===== src/rtl/imem_pkg.sv =====
// Shared types and helpers for the loadable instruction memory.
package imem_pkg;

  typedef enum logic [1:0] {
    CLEAR = 2'd0,
    IDLE  = 2'd1,
    LOAD  = 2'd2
  } state_t;

  // addi x0, x0, 0
  localparam logic [31:0] NOP_INSTR_DEFAULT = 32'h0000_0013;

  function automatic int idx_width(input int depth_words);
    return (depth_words > 1) ? $clog2(depth_words) : 1;
  endfunction

endpackage


===== src/rtl/imem_array.sv =====
// Word storage for the instruction memory: one synchronous write port and one
// registered read port whose output register clears on reset.
module imem_array
  import imem_pkg::*;
#(
  parameter int DEPTH_WORDS = 8,
  parameter int IDX_W       = idx_width(DEPTH_WORDS)
) (
  input  logic             clk,
  input  logic             rst,
  input  logic             wr_en,
  input  logic [IDX_W-1:0] wr_addr,
  input  logic [31:0]      wr_data,
  input  logic             rd_en,
  input  logic [IDX_W-1:0] rd_addr,
  output logic [31:0]      rd_data
);

  logic [31:0] mem [DEPTH_WORDS];

  always_ff @(posedge clk) begin
    if (wr_en) begin
      mem[wr_addr] <= wr_data;
    end
  end

  // The read register is cleared so the response word reads 0 straight after reset.
  always_ff @(posedge clk) begin
    if (rst) begin
      rd_data <= '0;
    end else if (rd_en) begin
      rd_data <= mem[rd_addr];
    end
  end

endmodule


===== src/rtl/imem_loadable.sv =====
// Loadable instruction memory: NOP clear sweep after reset, sequential program
// load, and a one-cycle-latency fetch port with alignment/range fault decode.
module imem_loadable
  import imem_pkg::*;
#(
  parameter int          DEPTH_WORDS = 8,
  parameter int          ADDR_W      = 32,
  parameter logic [31:0] NOP_INSTR   = NOP_INSTR_DEFAULT
) (
  input  logic              clk,
  input  logic              rst,
  input  logic              fetch_valid,
  input  logic [ADDR_W-1:0] fetch_addr,
  output logic              fetch_ready,
  output logic              resp_valid,
  output logic [31:0]       resp_instr,
  output logic              resp_fault,
  input  logic              load_start,
  input  logic              load_valid,
  input  logic [31:0]       load_data,
  input  logic              load_last,
  output logic              load_ready,
  output logic              load_done,
  output logic              init_done
);

  localparam int               IDX_W    = idx_width(DEPTH_WORDS);
  localparam logic [IDX_W-1:0] LAST_IDX = IDX_W'(DEPTH_WORDS - 1);

  state_t           state, state_nxt;
  logic [IDX_W-1:0] cnt, cnt_nxt;
  logic             load_done_nxt;
  logic             clear_finish;

  logic             fetch_accept;
  logic             fetch_fault;
  logic [IDX_W-1:0] fetch_idx;

  logic             wr_en;
  logic [IDX_W-1:0] wr_addr;
  logic [31:0]      wr_data;
  logic [31:0]      rd_data;

  // Any address bit above the indexed words, or a non-word offset, faults.
  assign fetch_idx    = fetch_addr[IDX_W+1:2];
  assign fetch_fault  = (fetch_addr[1:0] != 2'b00) ||
                        ((fetch_addr >> (IDX_W + 2)) != '0);
  assign fetch_accept = fetch_valid && fetch_ready;
  assign clear_finish = (state == CLEAR) && (cnt == LAST_IDX);

  // One counter serves as the clear sweep index and as the load pointer.
  always_comb begin
    state_nxt     = state;
    cnt_nxt       = cnt;
    load_done_nxt = 1'b0;
    wr_en         = 1'b0;
    wr_addr       = cnt;
    wr_data       = NOP_INSTR;
    fetch_ready   = 1'b0;
    load_ready    = 1'b0;

    case (state)
      CLEAR: begin
        wr_en   = 1'b1;
        cnt_nxt = cnt + 1'b1;
        if (cnt == LAST_IDX) begin
          state_nxt = IDLE;
          cnt_nxt   = '0;
        end
      end

      IDLE: begin
        fetch_ready = 1'b1;
        if (load_start) begin
          state_nxt = LOAD;
          cnt_nxt   = '0;
        end
      end

      LOAD: begin
        load_ready = 1'b1;
        wr_data    = load_data;
        if (load_valid) begin
          wr_en   = 1'b1;
          cnt_nxt = cnt + 1'b1;
          if (load_last || (cnt == LAST_IDX)) begin
            state_nxt     = IDLE;
            cnt_nxt       = '0;
            load_done_nxt = 1'b1;
          end
        end
      end

      default: begin
        state_nxt = CLEAR;
        cnt_nxt   = '0;
      end
    endcase
  end

  always_ff @(posedge clk) begin
    if (rst) begin
      state      <= CLEAR;
      cnt        <= '0;
      init_done  <= 1'b0;
      load_done  <= 1'b0;
      resp_valid <= 1'b0;
      resp_fault <= 1'b0;
    end else begin
      state      <= state_nxt;
      cnt        <= cnt_nxt;
      init_done  <= init_done || clear_finish;
      load_done  <= load_done_nxt;
      resp_valid <= fetch_accept;
      if (fetch_accept) begin
        resp_fault <= fetch_fault;
      end
    end
  end

  // The fault flag is registered alongside the read so the NOP substitution
  // lines up with the data coming out of the array one cycle later.
  assign resp_instr = resp_fault ? NOP_INSTR : rd_data;

  imem_array #(
    .DEPTH_WORDS (DEPTH_WORDS),
    .IDX_W       (IDX_W)
  ) u_array (
    .clk     (clk),
    .rst     (rst),
    .wr_en   (wr_en && !rst),
    .wr_addr (wr_addr),
    .wr_data (wr_data),
    .rd_en   (fetch_accept),
    .rd_addr (fetch_idx),
    .rd_data (rd_data)
  );

endmodule


===== config.mk =====
export PLATFORM = sky130hd
export DESIGN_NAME = imem_loadable
export DESIGN_NICKNAME = d
export VERILOG_FILES = /design/src/rtl/imem_pkg.sv /design/src/rtl/imem_array.sv /design/src/rtl/imem_loadable.sv
export SDC_FILE = /design/constraint.sdc
export NUM_CORES = 1
export LEC_CHECK = 0
export ABC_AREA = 1
export CAP_MARGIN = 15
export CORE_MARGIN = 2
export CORE_UTILIZATION = 45
export DETAILED_ROUTE_END_ITERATION = 8
export PLACE_DENSITY = 0.75
export SLEW_MARGIN = 20
export SYNTH_ARGS = -nofsm -noshare
export SYNTH_HDL_FRONTEND = slang
export SYNTH_HIERARCHICAL = 1
export SYNTH_SLANG_ARGS = --single-unit

===== constraint.sdc =====
create_clock -name clk -period 3.5 [get_ports clk]
set_clock_uncertainty 0.15 [all_clocks]
set_input_delay 1.05 -clock clk [delete_from_list [all_inputs] [get_ports clk]]
set_output_delay 1.05 -clock clk [all_outputs]
set_load 0.05 [all_outputs]

==> results.ini, run 1 <==
[yosys]
synth_seq_cells = 297
synth_area_um2 = 13000
async_reset_ff_share_pct = 0
synthCells = 1379
yosysWarnings = 6
synth_edf_count = 256
syn_nets = 1451
synth_ff_type = edfxtp_1
ys_types = 24
seq_area_frac_synth_pct = 65.2
syn_avg_cell_area_um2 = 9.46

[clocking]
htreeDepth = 1
cts_tree = done
holdBufCountCts = 0
post_cts_resized = 0
clk_latency_ns = 0.55
cts.sinks = 297
clock-root-buffer = clkbuf_16
max-clock-path-buffers = 3
postCtsSetupRepairBufs = 0
cts_inserted_buffers = 28
cts.clk_slew.worst_paths_ns = 0.06

[drt]
via_per_inst = 4.85
ant_nets = 0
routed_wl_um = 28100
wl_per_cell_um = 14.9
firstDrtPassIters = 5
drcViolationCount = 0
vias = 9135
drt_iter0_drc = 765

[power]
total_power_mw = 9.59
p_leak_nw = 6.91
powerDensity_nw_per_um2 = 616
vdd_drop_max_mv = 0.347

[placed_design]
numPortBuffers = 107
place.gp.congestion = 0.779
dpl.hpwl_um = 16700

[floorplan]
core_area_um2 = 28600
die_w_um = 174
rows = 62
die_h_um = 174
die-area_um2 = 30400
io_pins = 108
initial_utilization_pct = 45.6

[global_routing]
grt_pass1_vias = 9042
grt_max_degree = 129
grtUsageTotal_pct = 18.4
grt-ovfl-total = 0
antenna_found_initial = 0
grt_pass1_wl_um = 45000

[setup_path]
reg2reg_slack_ns = 1.52
critPathSlowestCell = clkdlybuf4s50_1
worst-endpoint-required_ns = 2.30
crit_type = reg -> out
critPathLaunchType = register
critical_path.cell_chain = inv_2 > nor2_1 > clkdlybuf4s50_1
critPathMaxStageDelay_ns = 0.84
setup.worst_path.end_class = output pin
cp.arrival_ns = 2.10
cp_max_fo = 6

[layout]
antenna_cells = 0
regArea_um2 = 8510
drive_gt1_share_pct = 8.41
multi_input_area_um2 = 3060
nets = 1548
fillCellCount = 2342
syn_to_final_growth_pct = 19.3

[timing]
maxSlewViolCount = 0
fin_setup_tns_ns = 0
worstMarginPinSlew_ns = 0.813
rsz0062_at_grt = no
hold_violations = 0
period_share_pct = 94.3
fmax_ghz = 0.303
period_needed_ns = 3.30
slew_headroom_pct = 45.7
setup_viol_count_final = 0

[run]
maxCapViolations = 0

[worst_hold_path]
hp-class = reg -> reg

[status]
status = completed

[flip-flops by register name, indices dropped and copies added (netlist names)]
signal / flops
u_array/rd_data: 32
resp_valid: 1
init_done: 1
load_done: 1
resp_fault: 1
state: 2
u_array/mem: 256
cnt: 3
[worst paths after layout]
check	startpoint	endpoint	cells after the start
max	state[0]	fetch_ready	3
min	init_done	init_done	2
max reg2reg	state[1]	u_array/mem[4][17]	4
min reg2reg	init_done	init_done	2
[Yosys cell counts, types with 3 or more instances]
cell type | count | area share [%]
inv_2 | 6 | 0.17
nand2_1 | 305 | 8.8
o21ai_0 | 37 | 1.4
nand3_1 | 198 | 7.6
clkbuf_1 | 20 | 0.58
inv_1 | 325 | 9.3
dfxtp_1 | 41 | 6.3
a21oi_1 | 34 | 1.3
nor2_1 | 90 | 2.6
buf_1 | 5 | 0.14
edfxtp_1 | 256 | 59
nand2_2 | 3 | 0.14
buf_2 | 38 | 1.5
or2_2 | 7 | 0.34
[final cells by class]
type                       count  share of cell area [%]
timing repair buffer         131                    8.74
clock buffer                  38                    5.00
multi-input combinational    687                    19.7
sequential                   297                    54.7
clock inverter                14                   0.852
tap                          384                    3.09
inverter                     331                    7.99
[metrics by stage]
stage	instance area [µm²]	setup WS (ns)	hold WS, ns	util (%)	instances
2_1_floorplan	13000	0.0500	0.323	-	1379
3_3_place_gp	14700	0.356	0.323	51.2	1830
3_5_place_dp	14700	0.337	0.316	51.2	1830
4_1_cts	15600	0.184	0.332	54.4	1882
5_1_grt	15600	0.0456	0.392	54.4	1882
6_report	15600	0.199	0.330	54.4	1882
[logic make-up (layout without fill, tap and decap cells)]
logic type / Yosys count / in the layout / synth area share (%)
and+or+nand+nor: 610 / 610 / 19.9
buffers and inverters: 395 / 514 / 11.8
DFF: 297 / 297 / 65.2
AOI/OAI and AO/OA: 75 / 75 / 2.90
adders and majority gates: 2 / 2 / 0.192
[worst max-delay path: cells and delay by family (launching register included)]
| family | cells | cell delay (ns) |
|---|---|---|
| flip-flops | 1 | 0.44 |
| AND/OR/NAND/NOR | 1 | 0.19 |
| buffers and inverters | 2 | 0.94 |
[cell usage in the layout, fill, tap and decap left out]
| cell type | instances |
|---|---|
| bufinv_16 | 2 |
| and2_0 | 1 |
| nand3b_1 | 1 |
| edfxtp_1 | 256 |
| clkbuf_8 | 4 |
| clkinv_2 | 3 |
| buf_4 | 42 |
| clkinv_8 | 1 |
| inv_2 | 5 |
| clkbuf_16 | 28 |
| clkdlybuf4s50_1 | 72 |
| ha_1 | 2 |
| buf_2 | 1 |
| and3_2 | 1 |
| nor4_4 | 1 |
| nor2_1 | 82 |
| nor2_4 | 9 |
| o21ai_0 | 37 |
| clkbuf_1 | 6 |
| a31oi_1 | 2 |
| nand2_2 | 3 |
| nand2_1 | 305 |
| a21oi_1 | 34 |
| nand3_1 | 198 |
| nor3_1 | 2 |
| o21ai_1 | 2 |
| dfxtp_1 | 41 |
| buf_12 | 16 |
| inv_1 | 325 |
| inv_6 | 1 |
| clkinv_1 | 6 |
| or2_2 | 7 |
| clkinvlp_4 | 2 |
[per-layer routing]
metal / GRT usage (%) / wire [µm] / up-vias
met5: 0 / 0 / -
met1: 22.6 / 11200 / 4284
met2: 33.6 / 14500 / 279
li1: - / - / 4522
met3: 2.52 / 1780 / 50
met4: 5.60 / 647 / 0
[report_power, final]
group	switching [mW]	internal, mW	total (mW)	leakage [nW]
clock	1.26	1.71	2.97	0.438
sequential	0.149	4.46	4.61	2.69
combinational	1.39	0.624	2.01	3.78
total	2.80	6.79	9.59	6.91
Note: power is estimated with default switching activity, not from simulation.
==> run 2, diff against run 1 <==
Settings changed: MAX_ROUTING_LAYER from default to met4.
==> results.ini, run 2 (same netlist as run 1, synthesis figures left out) <==
[clocking]
cts_inserted_buffers = 28
clock-root-buffer = clkbuf_16
cts.sinks = 297
post_cts_resized = 0
htreeDepth = 1
holdBufCountCts = 0
clk_latency_ns = 0.55
cts.clk_slew.worst_paths_ns = 0.06
postCtsSetupRepairBufs = 0
cts_tree = done
max-clock-path-buffers = 3

[power]
comb_power_share_pct = 21.0
total_power_mw = 9.59
power_frac_clock_pct = 31.0
powerDensity_nw_per_um2 = 616
p_int_mw = 6.79
swShare_pct = 29.2
p_leak_nw = 6.91
vdd_drop_max_mv = 0.346
switching_power_mw = 2.80
p_seq_share_pct = 48.1

[layout]
reg_top3 = u_array/mem: 256 flops, u_array/rd_data: 32 flops, cnt: 3 flops
largest-register = u_array/mem
final_common_cell = inv_1
fillCellCount = 2342
largest_reg_flops = 256
antenna_cells = 0
syn_to_final_growth_pct = 19.3
layout_common_cells = inv_1, nand2_1, edfxtp_1
drive_gt1_share_pct = 8.41
nets = 1548

[status]
status = completed

[worst_hold_path]
hold-path-endpoint = init_done
min_path_cells = 2
min_from = init_done
hp-class = reg -> reg

[setup_path]
setup.worst_path.end_class = output pin
critPathLaunchType = register
cp_max_fo = 6
critPathMaxStageDelay_ns = 0.84
rr_startpoint = state[0]
crit_buf_inv = 2
critPathSlowestCell = clkdlybuf4s50_1
worst_r2r_endpoint = u_array/mem[1][24]
reg2reg_slack_ns = 1.54
cp.arrival_ns = 2.09
worst-endpoint-required_ns = 2.30
crit_type = reg -> out
reg2reg_depth = 6
cp_top_family = buffers and inverters
cp-startpoint = state[0]
critical_path.cell_chain = inv_2 > nor2_1 > clkdlybuf4s50_1

[timing]
fmax_ghz = 0.304
period_needed_ns = 3.29
period_share_pct = 94.0
worstMarginPinSlew_ns = 0.793
fin_setup_tns_ns = 0
maxSlewViolCount = 0
slew_headroom_pct = 47.0
hold_violations = 0
setup_viol_count_final = 0
rsz0062_at_grt = no

[placed_design]
place.gp.congestion = 0.790
numPortBuffers = 107
dpl.hpwl_um = 16700

[global_routing]
grt-ovfl-total = 0
antenna_found_initial = 0
grt_max_degree = 129
grt_pass1_wl_um = 45000
grt_pass1_vias = 9036
grtUsageTotal_pct = 19.0

[floorplan]
io_pins = 108
die_w_um = 174
core_area_um2 = 28600
die-area_um2 = 30400
initial_utilization_pct = 45.6
rows = 62
die_h_um = 174

[drt]
routed_wl_um = 28000
wl_per_cell_um = 14.9
firstDrtPassIters = 8
via_per_inst = 4.83
drcViolationCount = 0
ant_nets = 0
drt_iter0_drc = 744
vias = 9099

[run]
maxCapViolations = 0

run 2: power groups by stage:
stage	clock network [mW]	registers, mW	logic [mW]
after global routing	3.16	4.66	2.22
after global placement	0	4.67	1.97
after floorplan	0	4.68	1.26
final	2.97	4.61	2.01
after CTS	3.02	4.61	2.03
after detailed placement	0	4.69	2.02
run 2: tightest hold or removal path, cell delays in order, from the launching register on:
cell	delay, ns
dfxtp_1	0.33
a31oi_1	0.05
nor2_1	0.07
run 2: how the worst max path moves through the flow:
stage | to | slack, ns | depth (start not counted)
global placement | u_array/mem[0][12] | 0.36 | 7
detailed placement | u_array/mem[1][7] | 0.34 | 7
finish | fetch_ready | 0.21 | 3
CTS | fetch_ready | 0.18 | 3
global route | fetch_ready | 0.05 | 3
floorplan | u_array/mem[1][0] | 0.05 | 5
run 2: layout make-up:
class / instances / area, µm² / area share, %
Timing Repair Buffer: 131 / 1360 / 8.74
Multi-Input combinational cell: 687 / 3060 / 19.7
Clock inverter: 14 / 133 / 0.852
Inverter: 331 / 1240 / 7.99
Tap cell: 384 / 480 / 3.09
Clock buffer: 38 / 778 / 5.00
Sequential cell: 297 / 8510 / 54.7
run 2: routing by layer:
layer	part of all wire (%)	GRT usage (%)	vias up	wire, µm
li1	-	-	4519	-
met4	2.1	5.60	0	582
met5	0	-	-	0
met3	6.4	2.47	44	1780
met1	40	22.7	4244	11200
met2	52	33.6	292	14500
run 2: metrics by stage:
| stage | util, % | instances | hold slack (ns) | area [µm²] | worst slack [ns] |
|---|---|---|---|---|---|
| 4_1_cts | 54.4 | 1882 | 0.332 | 15600 | 0.184 |
| 5_1_grt | 54.4 | 1882 | 0.392 | 15600 | 0.0456 |
| 6_report | 54.4 | 1882 | 0.337 | 15600 | 0.208 |
| 3_3_place_gp | 51.2 | 1830 | 0.323 | 14700 | 0.356 |
| 2_1_floorplan | - | 1379 | 0.323 | 13000 | 0.0500 |
| 3_5_place_dp | 51.2 | 1830 | 0.316 | 14700 | 0.337 |
==> run 3, diff against run 2 <==
Settings changed: ABC_CLOCK_PERIOD_IN_PS from default to 3500, CTS_CLUSTER_SIZE from default to 8.
==> results.ini, run 3 (same netlist as run 1, synthesis figures left out) <==
[placed_design]
place.gp.congestion = 0.790
place_area_um2 = 14700
dpl.hpwl_um = 16700
numPortBuffers = 107
dp_slack_ns = 0.337

[global_routing]
grtUsageTotal_pct = 19.7
grt_pass1_vias = 9264
antenna_found_initial = 0
grt-ovfl-total = 0
grt_max_degree = 129
grt_pass1_wl_um = 46200

[timing]
maxSlewViolCount = 0
period_needed_ns = 3.28
period_share_pct = 93.8
setup_viol_count_final = 0
setup_ws_ns = 0.215
slew_headroom_pct = 44.6
fmax_ghz = 0.304
rsz0062_at_grt = no
hold_violations = 0
worstMarginPinSlew_ns = 0.830
fin_setup_tns_ns = 0

[layout]
layout_common_cells = inv_1, nand2_1, edfxtp_1
final_util_pct = 55.6
drive_gt1_share_pct = 8.72
final_common_cell = inv_1
reg_top3 = u_array/mem: 256 flops, u_array/rd_data: 32 flops, cnt: 3 flops
nets = 1563
fillCellCount = 2299
regArea_um2 = 8510
largest-register = u_array/mem
largest_reg_flops = 256
multi_input_area_um2 = 3060
design_area_um2 = 15900
syn_to_final_growth_pct = 21.9
antenna_cells = 0

[floorplan]
die_h_um = 174
die-area_um2 = 30400
core_area_um2 = 28600
rows = 62
initial_utilization_pct = 45.6
io_pins = 108
die_w_um = 174

[drt]
ant_nets = 0
drt_iter0_drc = 733
via_per_inst = 4.87
met3WireLength_um = 1540
route.top_layer_used = met4
drcViolationCount = 0
firstDrtPassIters = 5
vias = 9295
routed_wl_um = 28900
wl_per_cell_um = 15.1
drt-met1-wl_um = 11400
wl_met2_um = 15100

[power]
p_seq_share_pct = 44.4
swShare_pct = 28.5
power_frac_clock_pct = 36.2
powerDensity_nw_per_um2 = 654
switching_power_mw = 2.96
p_int_mw = 7.44
vdd_drop_max_mv = 0.316
comb_power_share_pct = 19.4
p_leak_nw = 7.07

[clocking]
clock-root-buffer = clkbuf_16
max-clock-path-buffers = 3
cts.sinks = 297
cts_inserted_buffers = 43
post_cts_resized = 0
postCtsSetupRepairBufs = 0
cts_tree = done
clk_latency_ns = 0.53
holdBufCountCts = 0
cts.clk_slew.worst_paths_ns = 0.05
htreeDepth = 2

[setup_path]
cp_max_fo = 6
setup.worst_path.end_class = output pin
critical_path.cell_chain = inv_2 > nor2_1 > clkdlybuf4s50_1
crit_buf_inv = 2
cp_top_family = buffers and inverters
reg2reg_slack_ns = 1.48
crit_type = reg -> out
critPathSlowestCell = clkdlybuf4s50_1
cp.arrival_ns = 2.08
critPathLaunchType = register
critPathMaxStageDelay_ns = 0.84
worst-endpoint-required_ns = 2.30

[run]
maxCapViolations = 0

[worst_hold_path]
hp-class = reg -> reg

[status]
status = completed

## run 3: cell types whose count changed in the layout (fill, tap and decap cells not counted), sizes merged
cell,before,now
clkinv,10,3
bufinv,2,0
clkinvlp,2,0
clkbuf,38,76
## run 3: metal layers
| metal | track usage (%) | vias to the layer above |
|---|---|---|
| met5 | - | - |
| met1 | 23.0 | 4372 |
| met3 | 3.04 | 69 |
| met2 | 34.6 | 292 |
| met4 | 7.07 | 0 |
| li1 | - | 4562 |
## run 3: per-stage QoR
stage,power (mW),instances,hold slack [ns]
finish,10.4,1909,0.327
global route,10.9,1909,0.390
CTS,10.5,1909,0.328
detailed placement,6.71,1830,0.316
global placement,6.63,1830,0.323
floorplan,5.94,1379,0.323
## run 3: worst register-to-register path: stages (launching register included)
cell and delay, ns:
dfxtp_1 0.34, inv_2 0.14, nor2_4 0.06, inv_2 0.60
nor2_1 0.38
## run 3: final timing paths
check / startpoint / endpoint / cells after the start
setup reg to reg: state[1] / u_array/mem[5][17] / 4
hold / removal: init_done / init_done / 2
hold reg to reg: init_done / init_done / 2
setup / recovery: state[0] / fetch_ready / 3
## run 3: area by class of cell
cell class / instances / share of cell area, %
Sequential cell: 297 / 53.5
Tap cell: 384 / 3.02
Multi-Input combinational cell: 687 / 19.2
Clock inverter: 3 / 0.212
Inverter: 331 / 7.82
Timing Repair Buffer: 131 / 8.56
Clock buffer: 76 / 7.67
## run 3: power groups by stage
stage | clock network, mW | logic (mW) | registers (mW)
final | 3.76 | 2.02 | 4.62
after global routing | 3.98 | 2.22 | 4.67
after floorplan | 0 | 1.26 | 4.68
after global placement | 0 | 1.97 | 4.67
after CTS | 3.83 | 2.04 | 4.62
after detailed placement | 0 | 2.02 | 4.69
